$ cat src/rtl/tdc_hw_stats.sv
// Window statistics over the TDC Hamming-weight stream: sum, mean, min and max of
// 2^LOG2_SAMPLES valid codes, presented on a valid/ready result port.
module tdc_hw_stats #(
    parameter  int N            = 64,
    parameter  int LOG2_SAMPLES = 4,
    parameter  int DROP_W       = 8,
    localparam int W            = $clog2(N) + 1,
    localparam int SW           = W + LOG2_SAMPLES
) (
    input  logic              clk,
    input  logic              rst_n,
    input  logic              en,
    input  logic              start,
    input  logic              cont,
    input  logic [W-1:0]      hw,
    input  logic              hw_val,
    output logic [SW-1:0]     res_sum,
    output logic [W-1:0]      res_mean,
    output logic [W-1:0]      res_min,
    output logic [W-1:0]      res_max,
    output logic              res_val,
    input  logic              res_rdy,
    output logic              busy,
    output logic [DROP_W-1:0] drop_cnt
);

    typedef enum logic [1:0] {IDLE, ACCUM, HOLD} state_t;

    state_t                  state;
    logic [SW-1:0]           acc;
    logic [W-1:0]            cur_min;
    logic [W-1:0]            cur_max;
    logic [LOG2_SAMPLES-1:0] cnt;

    logic          take;
    logic          last;
    logic [SW-1:0] sum_nxt;
    logic [W-1:0]  min_nxt;
    logic [W-1:0]  max_nxt;

    // Running values including the sample offered this cycle; the final sample
    // of a window loads straight from these into the result registers.
    assign take    = en && hw_val;
    assign last    = (cnt == '1);
    assign sum_nxt = acc + SW'(hw);
    assign min_nxt = (hw < cur_min) ? hw : cur_min;
    assign max_nxt = (hw > cur_max) ? hw : cur_max;

    // NOTE: every register below is written with <= so all of them update from
    // the same pre-edge values; blocking assignments here would chain updates.
    always_ff @(posedge clk or negedge rst_n) begin
        if (!rst_n) begin
            state    <= IDLE;
            acc      <= '0;
            cur_min  <= '1;
            cur_max  <= '0;
            cnt      <= '0;
            res_sum  <= '0;
            res_mean <= '0;
            res_min  <= '0;
            res_max  <= '0;
            res_val  <= 1'b0;
            busy     <= 1'b0;
            drop_cnt <= '0;
        end else begin
            case (state)
                IDLE: begin
                    if (en && (start || cont)) begin
                        state   <= ACCUM;
                        busy    <= 1'b1;
                        acc     <= '0;
                        cnt     <= '0;
                        cur_min <= '1;
                        cur_max <= '0;
                        if (start) drop_cnt <= '0;
                    end
                end
                ACCUM: begin
                    if (take) begin
                        acc     <= sum_nxt;
                        cur_min <= min_nxt;
                        cur_max <= max_nxt;
                        cnt     <= cnt + 1'b1;
                        if (last) begin
                            state    <= HOLD;
                            busy     <= 1'b0;
                            res_val  <= 1'b1;
                            res_sum  <= sum_nxt;
                            res_mean <= sum_nxt[SW-1:LOG2_SAMPLES];
                            res_min  <= min_nxt;
                            res_max  <= max_nxt;
                        end
                    end
                end
                HOLD: begin
                    if (take && drop_cnt != '1) drop_cnt <= drop_cnt + DROP_W'(1);
                    // The handshake is honoured even while en is low so that the
                    // consumer is never stalled by a frozen engine.
                    if (res_rdy) begin
                        res_val <= 1'b0;
                        if (cont) begin
                            state   <= ACCUM;
                            busy    <= 1'b1;
                            acc     <= '0;
                            cnt     <= '0;
                            cur_min <= '1;
                            cur_max <= '0;
                        end else begin
                            state <= IDLE;
                        end
                    end
                end
                default: state <= IDLE;
            endcase
        end
    end

endmodule

$ cat config.mk
export PLATFORM = sky130hd
export DESIGN_NAME = tdc_hw_stats
export DESIGN_NICKNAME = d
export VERILOG_FILES = /design/src/rtl/tdc_hw_stats.sv
export SDC_FILE = /design/constraint.sdc
export NUM_CORES = 1
export LEC_CHECK = 0
export CORE_MARGIN = 3
export CORE_UTILIZATION = 56
export CTS_BUF_LIST = sky130_fd_sc_hd__clkbuf_8
export DETAILED_ROUTE_END_ITERATION = 6
export PLACE_DENSITY = 0.8
export SYNTH_ARGS = -nofsm -noshare
export SYNTH_HDL_FRONTEND = slang
export SYNTH_SLANG_ARGS = --single-unit
$ cat constraint.sdc
create_clock -name clk -period 2.7 [get_ports clk]
set_input_delay 0.27 -clock clk [delete_from_list [all_inputs] [get_ports clk]]
set_output_delay 0.27 -clock clk [all_outputs]
set_load 0.1 [all_outputs]
==> impl_summary.md <==
Timing
For the pin with the worst max-slew slack, the measured transition is 0.815 ns. Of the available clock period, the critical path in the final layout requires 0.787. Setup repair after global routing left no endpoint under its margin.

The worst hold slack is 0.101 ns. The number of slew-limit violations in the final report is 0. The final worst clock skew is 0.0123 ns. Static timing analysis puts the maximum clock frequency at 471 MHz.

The count of endpoints failing setup in the final report is 0. The hold violation total from the final report is 0. The accumulated negative setup slack is 0 ns. Headroom to the max-slew limit came out at 0.457. The worst path in the final design needs a cycle of 2.12 ns, including I/O delays and setup.

Power
Of the total power, the clock network draws 0.200. For this design the static power due to leakage is 2.10 nW. Across the VDD grid, the largest voltage drop is 0.536 mV.

Power spread over the standard cell area amounts to 887 nW/um^2. The switching share of total power is 0.431. Of the total power, combinational logic draws 0.436.

The net load switching power is 1.65 mW. Internal power comes to 2.18 mW. The sequential power share is 0.363.

Layout
The final design instance area without fill is 4310 um^2. The net count of the finished layout is 456. In the final layout, the share of cells above drive strength 1 is 0.224. 0 antenna diodes ended up in the layout. The number of fill cells is 481. From synthesis to final layout, the design area changed by 18.4%.

Placed design
The total cell area at the placement stage is 4130 um^2. The HPWL after detailed placement is 5570 um. The number of port buffers is 55.

The final weighted congestion in routability-driven placement is 0.838.

Clock tree
The cell sitting at the root of the clock tree is a sky130_fd_sc_hd__clkbuf_8. The maximum clock path buffer count is 2. For the worst-skew pair, the clock arrives at the later sink with an insertion delay of 0.34 ns.

The clock-pin transition on the worst setup and hold timing paths is 0.07 ns. Counting every sink on the clock net gives 66. Gates resized during post-CTS repair numbered 0. Buffers inserted to repair hold after CTS numbered 0. Buffers inserted during clock tree synthesis total 9.

Post-CTS timing repair inserted 0 buffers for setup. The H-tree was split into 3 levels. The CTS tree is yes.

Synth
The area of the mapped netlist is 3640 um^2. Counting flops with a built-in enable in the synthesized netlist gives 0. The number of nets in the synthesized netlist is 400. The number of warnings reported in the yosys synthesis log is 0.

The proportion of synthesized flip-flops having asynchronous set or reset is 1.00. Of the synthesized area, sequential elements account for 0.456. A synthesized cell averages 10.0 um^2. The cell count after synthesis came out at 363. In the synthesized netlist the dominant register cell turns out to be sky130_fd_sc_hd__dfrtp_1. Synthesis instantiated 57 different standard cells from the library.

The register bit total from synthesis is 66.

Die
The area inside the core boundary is 6100 um^2. The row count is 28. The full die area is 7510 um^2. In this run the horizontal extent of the chip is 86.7 um. The vertical die dimension is 86.7 um. The number of top-level pins is 56. The effective utilization at floorplan is 0.598.

Hold path
The class of the worst hold path is input pin to asynchronous set/reset pin.

Run status
The flow ran to the end, and the final reports show no timing, DRC or antenna violations.

Global route
After global routing the overflow that remains totals 0. The overall routing resource usage is 0.222. The via count of the first global-routing pass is 2,819. The first global-routing pass estimated 13,100 um of wire. The number of antenna violations at the first check in global routing is 0. The maximum number of pins on one net before global-route repair is 67.

Setup path
The maximum fanout count along the critical path is 7. STA classifies the critical path startpoint as an input pin. The endpoint kind of the worst setup timing path is a flip-flop.

At the worst endpoint, the required time is 2.97 ns. For the worst setup path, the data arrival time is 2.40 ns. The critical path is of the input pin to flip-flop type.

Run
The number of max-cap violations is 0.

Route
Dividing the detail-routed via count by the number of cells gives 5.69. The first-pass iteration count of the detailed router is 4. Dividing the detail-routed wire length by the instance count gives 15.3 um. The number of remaining DRC errors is 0. The post-route antenna net violation count is 0. For this block, the initial DRC count from the detailed router was 99. The detailed-route wire length is 7630 um. The routed via count is 2,839.
## power by group through the flow
stage / registers (mW) / clock network (mW) / logic (mW)
2_1_floorplan: 1.79 / 0 / 0.920
6_report: 1.39 / 0.767 / 1.67
3_3_place_gp: 1.40 / 0 / 1.63
5_1_grt: 1.42 / 0.830 / 1.82
4_1_cts: 1.39 / 0.794 / 1.68
3_5_place_dp: 1.40 / 0 / 1.67
## state kept, by name, summed over array words and instances, names as in the netlist, 4 cells and up
signal and cells:
acc 11, res_sum 11, drop_cnt 8, cur_max 7
cur_min 7, res_max 7, res_min 7, cnt 4
## layout by cell type (no fill, tap or decap), types with 6 or more instances in the layout
cell type                          n
sky130_fd_sc_hd__buf_4            52
sky130_fd_sc_hd__inv_1            20
sky130_fd_sc_hd__clkdlybuf4s50_1  12
sky130_fd_sc_hd__mux2i_1          13
sky130_fd_sc_hd__ha_1             22
sky130_fd_sc_hd__nand3_1          12
sky130_fd_sc_hd__nor2_1           11
sky130_fd_sc_hd__a21oi_1          15
sky130_fd_sc_hd__nand2b_1          6
sky130_fd_sc_hd__o21ai_0          47
sky130_fd_sc_hd__a22o_1            8
sky130_fd_sc_hd__nand2_1          44
sky130_fd_sc_hd__clkbuf_8         12
sky130_fd_sc_hd__dfstp_2           7
sky130_fd_sc_hd__dfrtp_1          59
## synthesized netlist by cell type, drive strengths merged (2+ instances only)
master / number / share of area
a21o: 5 / 0.010
nand2: 44 / 0.045
mux2i: 13 / 0.036
o21a: 2 / 0.0041
ha: 22 / 0.076
nand4: 5 / 0.0086
buf: 14 / 0.027
a21oi: 16 / 0.025
xor2: 5 / 0.012
dfrtp: 59 / 0.41
nand3: 12 / 0.016
nor3: 3 / 0.0041
inv: 18 / 0.019
and3: 3 / 0.0052
a31oi: 6 / 0.012
o31ai: 5 / 0.010
and2: 2 / 0.0041
nand2b: 7 / 0.014
nand3b: 2 / 0.0041
xnor2: 4 / 0.0096
o21ai: 49 / 0.071
mux2: 2 / 0.0062
nor2b: 2 / 0.0034
clkbuf: 6 / 0.0062
o22a: 7 / 0.019
o211ai: 2 / 0.0041
a22o: 8 / 0.019
or2: 5 / 0.0086
nor2: 13 / 0.015
dfstp: 7 / 0.050
## logic make-up after synthesis
logic type | count (synthesis) | synth area share
adders and majority gates | 23 | 0.0810
DFF | 66 | 0.456
muxes | 15 | 0.0419
xor gates and xnor gates | 9 | 0.0216
and+or+nand+nor | 102 | 0.143
AOI/OAI and AO/OA | 110 | 0.204
buffers and inverters | 38 | 0.0522
## per-layer routing
layer	vias up	wire length [um]	track usage
met4	0	57	0.0708
met2	57	3640	0.360
met5	-	0	0
li1	1409	-	-
met3	6	403	0.0513
met1	1367	3530	0.297
## worst paths after layout
kind,start,end,slack (ns),cells after the start
hold / removal,rst_n,cur_max[0],0.10,2
min in group clk,res_sum[3],res_sum[3],0.48,2
setup / recovery,hw[6],cur_max[1],0.58,7
hold reg to reg,res_sum[3],res_sum[3],0.48,2
setup reg to reg,cur_min[2],cur_min[6],0.65,7
max in group asynchronous,rst_n,drop_cnt[0],2.06,2
## through the flow
step	utilization	cells	total power, mW	setup slack, ns
2_1_floorplan	-	363	2.71	0.314
3_3_place_gp	0.678	483	3.03	0.249
3_5_place_dp	0.678	483	3.08	0.229
4_1_cts	0.708	499	3.86	0.598
5_1_grt	0.708	499	4.07	0.453
6_report	0.708	499	3.83	0.576
## final cells by class
cell class / count / area (um^2) / share of cell area
well taps: 75 / 93.8 / 0.0218
clock inverters: 4 / 17.5 / 0.00406
clock buffers: 12 / 165 / 0.0383
repair buffers: 65 / 515 / 0.120
multi-input cells: 259 / 1790 / 0.416
flip-flops and latches: 66 / 1660 / 0.385
inverters: 18 / 67.6 / 0.0157
## worst max-delay path: stages
cell and delay [ns]:
sky130_fd_sc_hd__clkdlybuf4s50_1 0.58, sky130_fd_sc_hd__ha_1 0.42, sky130_fd_sc_hd__nand4_1 0.12, sky130_fd_sc_hd__or2_2 0.32
sky130_fd_sc_hd__o21a_1 0.22, sky130_fd_sc_hd__o21ai_2 0.29, sky130_fd_sc_hd__a22o_1 0.17
Power figures use the tool's default switching activity.
